--- src/rtl/tempo_pkg.sv ---
// Shared tempo definitions: default clock/width, tap FSM states and helpers
// used by both the tap-tempo input and the beat generator.
package tempo_pkg;

  localparam int unsigned TEMPO_FREQ     = 24_000_000;
  localparam int unsigned TEMPO_PERIOD_W = 26;

  typedef enum logic [1:0] {
    ST_IDLE    = 2'd0,
    ST_MEASURE = 2'd1,
    ST_TRACK   = 2'd2
  } tap_state_e;

  // Beat period in clock cycles for a given tempo.
  function automatic int unsigned bpm_to_cycles(input int unsigned bpm,
                                                input int unsigned freq = TEMPO_FREQ);
    longint unsigned c;
    c = (64'(freq) * 64'd60) / 64'(bpm);
    return 32'(c);
  endfunction

  // Active-low rotating tap indicator; anything outside the cycle restarts it.
  function automatic logic [2:0] led_step(input logic [2:0] led);
    case (led)
      3'b110:  return 3'b101;
      3'b101:  return 3'b011;
      default: return 3'b110;
    endcase
  endfunction

endpackage

--- src/rtl/debouncer.sv ---
// Two-flop synchronizer followed by a stable-count debouncer. The output
// level only moves after the synchronized input has disagreed with it for
// DEBOUNCE_CYCLES consecutive cycles; released (1) after reset.
module debouncer #(
  parameter int unsigned DEBOUNCE_CYCLES = 240_000
) (
  input  logic sys_clk,
  input  logic sys_rst_n,
  input  logic din,
  output logic level
);

  localparam int unsigned CW = $clog2(DEBOUNCE_CYCLES + 1);

  logic [1:0]    sync_q;
  logic          level_q, level_d;
  logic [CW-1:0] cnt_q, cnt_d;

  // Bring the raw button into the clock domain (idle-high).
  always_ff @(posedge sys_clk or negedge sys_rst_n) begin
    if (!sys_rst_n) sync_q <= 2'b11;
    else            sync_q <= {sync_q[0], din};
  end

  // Count consecutive disagreeing samples; any agreeing sample restarts.
  always_comb begin
    level_d = level_q;
    cnt_d   = '0;
    if (sync_q[1] != level_q) begin
      if (cnt_q == CW'(DEBOUNCE_CYCLES - 1)) level_d = sync_q[1];
      else                                   cnt_d   = cnt_q + 1'b1;
    end
  end

  // Debounce state register.
  always_ff @(posedge sys_clk or negedge sys_rst_n) begin
    if (!sys_rst_n) begin
      level_q <= 1'b1;
      cnt_q   <= '0;
    end else begin
      level_q <= level_d;
      cnt_q   <= cnt_d;
    end
  end

  assign level = level_q;

endmodule

--- src/rtl/tap_tempo.sv ---
// Tap-tempo front end: debounced button press -> tap events, interval
// measurement, 4-deep interval history and averaged beat period.
module tap_tempo
  import tempo_pkg::*;
#(
  parameter int unsigned FREQ            = TEMPO_FREQ,
  parameter int unsigned DEBOUNCE_CYCLES = FREQ / 100,
  parameter int unsigned MIN_INTERVAL    = bpm_to_cycles(300, FREQ),
  parameter int unsigned TIMEOUT_CYCLES  = 2 * FREQ,
  parameter int unsigned PERIOD_W        = TEMPO_PERIOD_W
) (
  input  logic                sys_clk,
  input  logic                sys_rst_n,
  input  logic                tap_n,
  output logic [PERIOD_W-1:0] period,
  output logic                period_valid,
  output logic                locked,
  output logic [2:0]          led
);

  localparam logic [PERIOD_W-1:0] TMO  = PERIOD_W'(TIMEOUT_CYCLES);
  localparam logic [PERIOD_W-1:0] MINI = PERIOD_W'(MIN_INTERVAL);
  localparam int unsigned         SW   = PERIOD_W + 2;

  logic lvl, lvl_q, tap_evt;

  tap_state_e                state_q, state_d;
  logic [PERIOD_W-1:0]       icnt_q, icnt_d;
  logic [3:0][PERIOD_W-1:0]  h_q, h_d;
  logic [2:0]                n_q, n_d, n_push;
  logic [PERIOD_W-1:0]       period_q, period_d;
  logic                      pv_q, pv_d;
  logic                      locked_q, locked_d;
  logic [2:0]                led_q, led_d;
  logic [SW-1:0]             s2, s4;
  logic [PERIOD_W-1:0]       avg;
  logic                      timeout;

  debouncer #(.DEBOUNCE_CYCLES(DEBOUNCE_CYCLES)) u_deb (
    .sys_clk   (sys_clk),
    .sys_rst_n (sys_rst_n),
    .din       (tap_n),
    .level     (lvl)
  );

  // Previous debounced level for press-edge detection.
  always_ff @(posedge sys_clk or negedge sys_rst_n) begin
    if (!sys_rst_n) lvl_q <= 1'b1;
    else            lvl_q <= lvl;
  end

  assign tap_evt = lvl_q & ~lvl;

  // Average of the history as it will look after pushing icnt_q.
  always_comb begin
    n_push = (n_q == 3'd4) ? 3'd4 : n_q + 3'd1;
    s2     = SW'(icnt_q) + SW'(h_q[0]);
    s4     = s2 + SW'(h_q[1]) + SW'(h_q[2]);
    if (n_push == 3'd1)      avg = icnt_q;
    else if (n_push <= 3'd3) avg = PERIOD_W'(s2 >> 1);
    else                     avg = PERIOD_W'(s4 >> 2);
  end

  // Tap FSM: next state, history, interval counter and outputs.
  always_comb begin
    state_d  = state_q;
    icnt_d   = (icnt_q == TMO) ? icnt_q : icnt_q + 1'b1;
    h_d      = h_q;
    n_d      = n_q;
    period_d = period_q;
    pv_d     = 1'b0;
    locked_d = locked_q;
    led_d    = led_q;
    timeout  = (state_q != ST_IDLE) && (icnt_q == TMO);

    if (timeout) begin
      // Abandon the sequence; a coincident tap starts a fresh one.
      state_d  = ST_IDLE;
      h_d      = '0;
      n_d      = '0;
      locked_d = 1'b0;
      led_d    = 3'b111;
      if (tap_evt) begin
        state_d = ST_MEASURE;
        icnt_d  = PERIOD_W'(1);
        led_d   = led_step(3'b111);
      end
    end else if (tap_evt) begin
      case (state_q)
        ST_IDLE: begin
          state_d = ST_MEASURE;
          icnt_d  = PERIOD_W'(1);
          led_d   = led_step(led_q);
        end
        ST_MEASURE, ST_TRACK: begin
          // Taps faster than the minimum interval are ignored outright.
          if (icnt_q >= MINI) begin
            state_d  = ST_TRACK;
            icnt_d   = PERIOD_W'(1);
            h_d      = {h_q[2:0], icnt_q};
            n_d      = n_push;
            period_d = avg;
            pv_d     = 1'b1;
            locked_d = 1'b1;
            led_d    = led_step(led_q);
          end
        end
        default: state_d = ST_IDLE;
      endcase
    end
  end

  // Tap FSM state and output registers.
  always_ff @(posedge sys_clk or negedge sys_rst_n) begin
    if (!sys_rst_n) begin
      state_q  <= ST_IDLE;
      icnt_q   <= '0;
      h_q      <= '0;
      n_q      <= '0;
      period_q <= '0;
      pv_q     <= 1'b0;
      locked_q <= 1'b0;
      led_q    <= 3'b111;
    end else begin
      state_q  <= state_d;
      icnt_q   <= icnt_d;
      h_q      <= h_d;
      n_q      <= n_d;
      period_q <= period_d;
      pv_q     <= pv_d;
      locked_q <= locked_d;
      led_q    <= led_d;
    end
  end

  assign period       = period_q;
  assign period_valid = pv_q;
  assign locked       = locked_q;
  assign led          = led_q;

endmodule

--- config.mk ---
export PLATFORM = sky130hd
export DESIGN_NAME = tap_tempo
export DESIGN_NICKNAME = d
export VERILOG_FILES = /design/src/rtl/tempo_pkg.sv /design/src/rtl/debouncer.sv /design/src/rtl/tap_tempo.sv
export SDC_FILE = /design/constraint.sdc
export NUM_CORES = 1
export LEC_CHECK = 0
export CORE_MARGIN = 3
export CORE_UTILIZATION = 25
export CTS_CLUSTER_DIAMETER = 50
export CTS_CLUSTER_SIZE = 25
export DETAILED_ROUTE_END_ITERATION = 12
export PLACE_DENSITY_LB_ADDON = 0.12
export SYNTH_ARGS = -nofsm -noshare
export SYNTH_HDL_FRONTEND = slang
export SYNTH_SLANG_ARGS = --single-unit
--- constraint.sdc ---
create_clock -name sys_clk -period 6.95 [get_ports sys_clk]
set_clock_uncertainty 0.1 [all_clocks]
set_input_delay 1.39 -clock sys_clk [delete_from_list [all_inputs] [get_ports sys_clk]]
set_output_delay 1.39 -clock sys_clk [all_outputs]
set_load 0.02 [all_outputs]
; Word level (Yosys, flattened, before mapping)
; Cells that the tools add are included.
[classes]
add_sub_neg = 6
magnitude_cmp = 2
eq_ne = 10
muxes = 38
bitwise = 3
n_reduce_logical = 13
[ops]
columns = cell, count
row1 = $mux 78, 4
row2 = $mux 26, 7
row3 = $pmux 26 s2, 1
row4 = $mux 18, 2
row5 = $add 27x26->28, 1
row6 = $add 28x26->28, 1
row7 = $add 26x26->27, 1
row8 = $add 26x1->26 const B, 1
row9 = $eq 26x26->1 const B, 1
row10 = $ge 26x23->1 const B, 1
row11 = $mux 3, 8
row12 = $add 18x1->18 const B, 1
row13 = $eq 18x18->1 const B, 1
row14 = $pmux 3 s2, 2
row15 = $mux 1, 10
row16 = $eq 3x3->1 const B, 3
row17 = $reduce_bool 2->1, 4
row18 = $mux 2, 3
row19 = $reduce_and 3->1, 2
row20 = $pmux 2 s2, 1
row21 = $reduce_and 2->1, 2
row22 = $reduce_and 4->1, 1
row23 = $add 3x1->3 const B, 1
row24 = $eq 3x1->1 const B, 1
row25 = 11 further kinds, 12
[word_totals]
register_bits = 162
inputBits = 3
output_inout_bits = 31
word_cells = 86

; Longest topological paths before layout
; Gate-level depths: netlist of the first run.
[depth]
depth_word = 6
mapped_depth = 20
mapped_depth_nobuf = 20

; Cells and area by module
; Synthesis of the first run repeated with hierarchy kept, for this count alone.
[unflattened]
cells_unflattened = 1239
area_unflattened_um2 = 10661.5
[modules_own_cells]
columns = mod, instances, cells_each, area_per_inst_um2, seq_area_each_um2
row1 = tap_tempo, 1, 1140, 9606.7, 3533.4
row2 = debouncer, 1, 99, 1054.8, 529.3

; Worst setup path after synthesis of the first run
; Ideal clock, no wire load.
[synth_timing]
path_kind = reg2reg
from = reg icnt_q[0]
to = reg period_q[25] (netlist: period[25])
setup_ns = 0.076
arrival_ns = 4.642
t_required_ns = 6.774
setup_slack_ns = 2.132
stages_incl_launch_ff = 20
path_buffers = 0
synth_period_minus_slack_ns = 4.818
path_cell_list = dfrtp_1 ha_1 fa_1 a21oi_1 o21ai_0 o21ai_0 o31ai_1 a31oi_1 o21ai_0 xnor2_1 fa_1 ha_1 and3_1 and2_1 o21ai_1 o21ba_2 o21ai_1 a2111oi_0 or4_1 o21ai_1
[synth_via]
elab_chain_len = 5
word_cells_on_any_way = 10
cone_classes = 3 x add/sub / 1 x order compare / 1 x eq/ne / 2 x mux / 1 x bitwise / 2 x reduce/logical
[synth_lines]
columns = element, line
row1 = "start, declared", tap_tempo.sv:28  ; logic [PERIOD_W-1:0] icnt_q, icnt_d;
row2 = "start signal, assigned", tap_tempo.sv:126  ; icnt_q <= icnt_d;
row3 = $add 26x26->27, tap_tempo.sv:57  ; s2 = SW'(icnt_q) + SW'(h_q[0]);
row4 = $add 27x26->28, tap_tempo.sv:58  ; s4 = s2 + SW'(h_q[1]) + SW'(h_q[2]);
row5 = $add 28x26->28, tap_tempo.sv:58
row6 = $mux 26, tap_tempo.sv:60  ; else if (n_push <= 3'd3) avg = PERIOD_W'(s2 >> 1);
row7 = $mux 26, tap_tempo.sv:59  ; if (n_push == 3'd1) avg = icnt_q;
row8 = "end signal, assigned", tap_tempo.sv:129  ; period_q <= period_d;
row9 = "end, declared", tap_tempo.sv:31  ; logic [PERIOD_W-1:0] period_q, period_d;
; Parallel ways exist; a longest one is shown, timed or not.
; A chain may end at the register's enable or synchronous reset.

; Worst setup path after layout of the first run
; Same ends and word-level chain as after synthesis.

==> run_results.csv, run 1 <==
group,metric,value,unit
sta,rsz0062_at_grt,"false",
drt,drtAntennaViolNets,0,
synthesis,yosysTopAreaCell,"dfrtp_1",
floorplan,initial_core_util,25.6,%
clock_network,cts.sinks,162,
final_layout,fin_util,29.0,%
floorplan,pin_count,34,
floorplan,die_w,211,microns
synthesis,ys_seq_area_share,38.6,%
setup_path,cp.required,7210,ps
setup_path,slowest_delay,690,ps
floorplan,rows,74,
pwr,cell_internal_pwr,1.43,mW
synthesis,async_flop_share,100,%
drt,drc_errors,0,
pwr,power_frac_seq,49.0,%
setup_path,critPathMaxFanout,8,
pwr,p_comb_share,1.4,%
setup_path,path_class,"reg2reg",
floorplan,die-area,44600,sq um
setup_path,cp-start-kind,"flip-flop",
floorplan,die-height,211,microns
grt,grt_pass1_vias,8209,
status,status,"finished, final reports clean",
synthesis,yosys_warnings,0,
drt,wire_per_inst,18.0,microns
drt,drtPass1Iterations,5,
placement,place_ws,1130,ps
sta,fmax,0.167,GHz
pwr,p_sw_share,26.0,%
pwr,switchingPower,502,uW
synthesis,synth_nets,1214,
grt,grt_usage,14.2,%
final_layout,final_cell_mix,"181 x nor2_1, 155 x dfrtp_1, 91 x nand2_1, 74 x mux2i_1, 72 x a21oi_1",
sta,worst_pin_slew,1040,ps
clock_network,root_buffer,"clkbuf_16",
clock_network,post_cts_buffers,0,
final_layout,fin_nets,1229,
pwr,clockPowerShare,49.6,%
sta,hold_viol_final,0,
clock_network,cts_hold_buffers,0,
setup_path,worst_setup_path_end_kind,"flip-flop",
setup_path,cpMaxStageDelayCell,"o21ai_0",
placement,hpwl,21600,microns
setup_path,critPathMostFrequentCell,"o21ai_0",
sta,relSlewSlack,30.3,%
synthesis,ys.flop_type,"dfrtp_1",
run,maxCapViolations,0,
clock_network,cts_resized,0,
grt,grt_max_degree,89,
floorplan,core,41200,sq um
sta,finalSetupTns,0,ps
placement,routabilityCongestion,0.813,
grt,antenna_found_initial,0,
grt,overflow,0,
final_layout,drive_above_1_share,6.33,%
placement,port_buffers,33,
synthesis,synth_seq_cells,162,
pwr,p_leak,6.00,nW
setup_path,arrival,6250,ps
synthesis,synth_top_area_share,36.8,%
final_layout,layout_commonest_cell,"nor2_1",
final_layout,syn_to_final_growth,13.5,%
hold_path,hp-class,"reg2reg",
final_layout,n_fill_cell,4331,
drt,wirelength,30300,microns
sta,drv_slew,0,
setup_path,path_cells,"ha_1 -> fa_1 -> a21oi_1 -> o21ai_0 -> o21ai_0 -> o31ai_1 -> a31oi_1 -> o21ai_0 -> xnor2_1 -> fa_1 -> ha_1 -> nand2_1 -> nor2_1 -> a211oi_1 -> o211ai_1 -> o21ba_2 -> o21ai_1 -> a2111oi_0 -> or4_1 -> o21ai_1",
drt,drt-initial-drc-count,442,
pwr,vdd_drop_max,0.102,mV
sta,layout_min_cycle_time,6000,ps
sta,setup_slack,951,ps
grt,grt_pass1_wl,48600,microns
synthesis,avgSynthCellArea,9.37,sq um
clock_network,cts_tree,"done",
synthesis,synth_edf_count,0,
synthesis,synthTopCellsByArea,"dfrtp_1 37%, mux2i_1 7.0%, ha_1 7.0%",
sta,setup_viol,0,
clock_network,numCtsBuffers,17,
final_layout,num_antenna_cells,0,
sta,fin_crit_sh,86.3,%
synthesis,syn_area,10500,sq um
clock_network,cts_max_level,4,
clock_network,clk_pin_slew,80,ps
drt,vias_per_cell,4.80,
pwr,power.density,161,nW/um^2
clock_network,clk_latency,470,ps
synthesis,netlist_instances,1125,
drt,dr_total_vias,8095,
clock_network,clockBufferDepth,2,
synthesis,ys_types,80,
[cells by family after synthesis]
group | Yosys count | synth area share [%]
adder cells (fa/ha/maj) | 86 | 12.1
multiplexers | 75 | 7.14
flip-flops | 162 | 38.6
AND/OR/NAND/NOR | 392 | 16.8
buffers and inverters | 92 | 3.97
AO/OA/AOI/OAI | 234 | 14.5
XOR/XNOR | 84 | 6.98
[layer usage]
metal  up-vias  routed length (microns)  global-route usage [%]
met5         -                        0                       0
met3        28                      789                    2.77
met4         0                      380                    3.67
li1       3988                        -                       -
met2       112                    14100                    22.7
met1      3967                    15100                    19.7
[state kept, by name, summed over array words and instances (netlist names)]
register      cells
h_q              78
icnt_q           26
led               3
locked            1
lvl_q             1
n_q               3
period           26
period_valid      1
state_q           2
u_deb.cnt_q      18
u_deb.level       1
u_deb.sync_q      2
[cells in the mapped netlist (all sizes together) (6+ instances only)]
master / instances
nand2: 91
dfstp: 7
mux2i: 74
a31oi: 6
a22oi: 7
nand3: 27
o211ai: 7
a221oi: 6
xor2: 38
xnor2: 46
fa: 27
buf: 23
dfrtp: 155
o221ai: 14
a21o: 12
nand4: 16
nor3: 18
a211oi: 9
and3: 10
clkbuf: 27
nor2: 185
a21oi: 72
nand2b: 9
ha: 59
inv: 42
o21bai: 12
o22ai: 7
o21ai: 51
[worst paths after layout]
kind	from	depth (start not counted)	endpoint	slack (ps)
max in group asynchronous	sys_rst_n	2	u_deb.cnt_q[9]	4690
min in group asynchronous	sys_rst_n	1	h_q[66]	830
setup / recovery	icnt_q[0]	20	period[25]	950
setup reg to reg	icnt_q[0]	20	period[25]	950
hold reg to reg	u_deb.sync_q[0]	0	u_deb.sync_q[1]	260
hold / removal	u_deb.sync_q[0]	0	u_deb.sync_q[1]	260
[stage by stage]
stage / std cells / hold WS, ps / power, mW / instance area [sq um]
2_1_floorplan: 1125 / 245 / 0.969 / 10500
3_3_place_gp: 1653 / 255 / 0.994 / 11400
3_5_place_dp: 1653 / 247 / 0.993 / 11400
4_1_cts: 1685 / 259 / 1.97 / 12000
5_1_grt: 1685 / 267 / 2.01 / 12000
6_report: 1685 / 258 / 1.93 / 12000
[layout make-up]
cell class / count / area, sq um / share of cell area (%)
clock buffer: 17 / 425 / 3.56
inverter: 42 / 158 / 1.32
tap: 532 / 666 / 5.56
timing repair buffer: 46 / 429 / 3.59
sequential: 162 / 4060 / 34.0
multi-input combinational: 871 / 6060 / 50.7
clock inverter: 15 / 156 / 1.31
[power groups by stage]
stage	registers (mW)	clock network, mW	logic (mW)
after floorplan	0.965	0	0.00410
after global placement	0.965	0	0.0288
after detailed placement	0.965	0	0.0286
after CTS	0.946	0.999	0.0286
after global routing	0.947	1.03	0.0317
final	0.946	0.958	0.0263
[critical path, delay by kind of cell, from the launching register on]
| kind | cells | cell delay, ps |
|---|---|---|
| AOI/OAI and AO/OA | 12 | 3220 |
| adders and majority gates | 4 | 1560 |
| DFF | 1 | 470 |
| and+or+nand+nor | 3 | 320 |
| xor gates and xnor gates | 1 | 230 |
No activity file was read; power rests on OpenSTA's default activity.
==> inputs of run 2 (changes only) <==
CORE_UTILIZATION = 63   (was 25)
==> run 2 against run 1 <==
  * Power grew 2.1%
  * Utilization increased by 43 points
  * Combinational power shrank 10%
  * Wire length down 16%
  * First-iteration DRC count is 48% higher
  * Critical path depth decreased by 1
  * Largest cell class unchanged
  * Non-clock buffer count decreased by 5
  * Register-to-register slack improved by 250 ps
  * Sequential cell count stayed put
  * Cell count fell by 19%
  * Highest routed layer unchanged
  * Critical path type unchanged
  * Clock-buffer cell count up 1
==> run_results.csv, run 2 (same netlist as run 1, synthesis figures left out) <==
group,metric,value,unit
final_layout,num_antenna_cells,0,
clock_network,cts_hold_buffers,0,
drt,drtAntennaViolNets,0,
floorplan,rows,46,
floorplan,die-area,18300,sq um
placement,hpwl,17700,microns
sta,worst_pin_slew,994,ps
final_layout,drive_above_1_share,5.75,%
final_layout,final_cell_mix,"181 x nor2_1, 155 x dfrtp_1, 91 x nand2_1, 74 x mux2i_1, 72 x a21oi_1",
placement,dp_cells,1332,
placement,port_buffers,33,
placement,routabilityCongestion,0.932,
final_layout,stdcell_count,1364,
clock_network,numCtsBuffers,17,
drt,drc_errors,0,
setup_path,critPathMaxFanout,8,
hold_path,min-delay-start,"u_deb.sync_q[0]",
setup_path,cp-start-kind,"flip-flop",
setup_path,arrival,6010,ps
final_layout,fin_nets,1224,
clock_network,root_buffer,"clkbuf_16",
final_layout,layout_commonest_cell,"nor2_1",
setup_path,crit_start,"icnt_q[0]",
grt,antenna_found_initial,0,
grt,grt_usage,29.2,%
pwr,finalPower,1.97,mW
drt,vias_per_cell,6.14,
sta,setup_viol,0,
floorplan,initial_core_util,65.4,%
pwr,vdd_drop_max,0.177,mV
drt,drtPass1Iterations,5,
setup_path,worst_setup_path_end_kind,"flip-flop",
sta,layout_min_cycle_time,5750,ps
final_layout,largest_register_ffs,78,
clock_network,clk_latency,430,ps
setup_path,path_class,"reg2reg",
setup_path,r2r-start,"icnt_q[0]",
clock_network,cts_resized,0,
floorplan,die-height,135,microns
final_layout,regMostFlops,"h_q",
pwr,power.density,170,nW/um^2
grt,overflow,0,
clock_network,post_cts_buffers,0,
setup_path,cp.required,7210,ps
final_layout,fin_util,71.8,%
hold_path,hp-class,"reg2reg",
final_layout,syn_to_final_growth,9.80,%
clock_network,cts_tree,"done",
pwr,p_leak,5.99,nW
sta,fmax,0.174,GHz
grt,grt_max_degree,104,
clock_network,clockBufferDepth,2,
sta,drv_slew,0,
sta,hold_viol_final,0,
drt,dr_total_vias,8375,
run,maxCapViolations,0,
sta,finalSetupTns,0,ps
status,status,"finished, final reports clean",
drt,wirelength,25600,microns
clock_network,cts.sinks,162,
drt,wire_per_inst,18.7,microns
drt,drt-initial-drc-count,653,
floorplan,pin_count,34,
floorplan,die_w,135,microns
sta,rsz0062_at_grt,"false",
sta,fin_crit_sh,82.7,%
grt,grt_pass1_vias,8300,
clock_network,cts_max_level,4,
grt,grt_pass1_wl,42200,microns
sta,relSlewSlack,33.6,%
floorplan,core,16100,sq um
clock_network,clk_pin_slew,70,ps
==> run 2: final timing paths <==
check	slack (ps)	endpoint	cells past startpoint
worst max-delay path	1200	period[25]	19
worst min-delay path	260	u_deb.sync_q[1]	0
worst max register to register	1200	period[25]	19
worst min register to register	260	u_deb.sync_q[1]	0
max in group asynchronous	4450	icnt_q[2]	2
min in group asynchronous	960	period_valid	1
==> run 2: critical path, cell delays in order (launching register included) <==
cell and delay (ps):
dfrtp_1 470, ha_1 270, fa_1 430, a21oi_1 250
o21ai_0 170, o21ai_0 510, o31ai_1 230, a31oi_1 280
o21ai_0 130, xnor2_1 250, fa_1 470, ha_1 400
and3_1 230, and2_1 170, o21ai_1 110, o21ba_2 250
o21ai_1 200, a2111oi_0 120, or4_1 470, o21ai_1 140
==> run 2: per-stage QoR <==
step	setup slack, ps	hold WS, ps	instance area (sq um)
global placement	1500	247	10900
finish	1200	259	11600
floorplan	2130	245	10500
global route	911	260	11600
detailed placement	1370	249	10900
CTS	1290	259	11600
==> run 2: power by group <==
| group | switching (mW) | internal, mW | leakage, nW | total, mW |
|---|---|---|---|---|
| sequential | 0.00188 | 0.945 | 2.22 | 0.947 |
| combinational | 0.0205 | 0.00310 | 3.46 | 0.0236 |
| clock | 0.423 | 0.578 | 0.304 | 1.00 |
| total | 0.446 | 1.53 | 5.99 | 1.97 |
==> run 2: layout make-up <==
class                   instances  area (sq um)
clock buffers                  18           429
clock inverters                14           194
fillers                      1248          4550
inverters                      42           158
multi-input cells             871          6060
flip-flops and latches        162          4060
well taps                     216           270
repair buffers                 41           392
==> run 2: per-layer routing <==
| metal | wire length [microns] | global-route usage (%) | vias to the layer above | part of all wire (%) |
|---|---|---|---|---|
| met1 | 11400 | 39.6 | 4106 | 44 |
| met4 | 729 | 10.6 | 0 | 2.9 |
| met5 | 0 | 0 | - | 0 |
| met3 | 1290 | 5.72 | 59 | 5.0 |
| li1 | - | - | 3969 | - |
| met2 | 12200 | 47.2 | 241 | 48 |
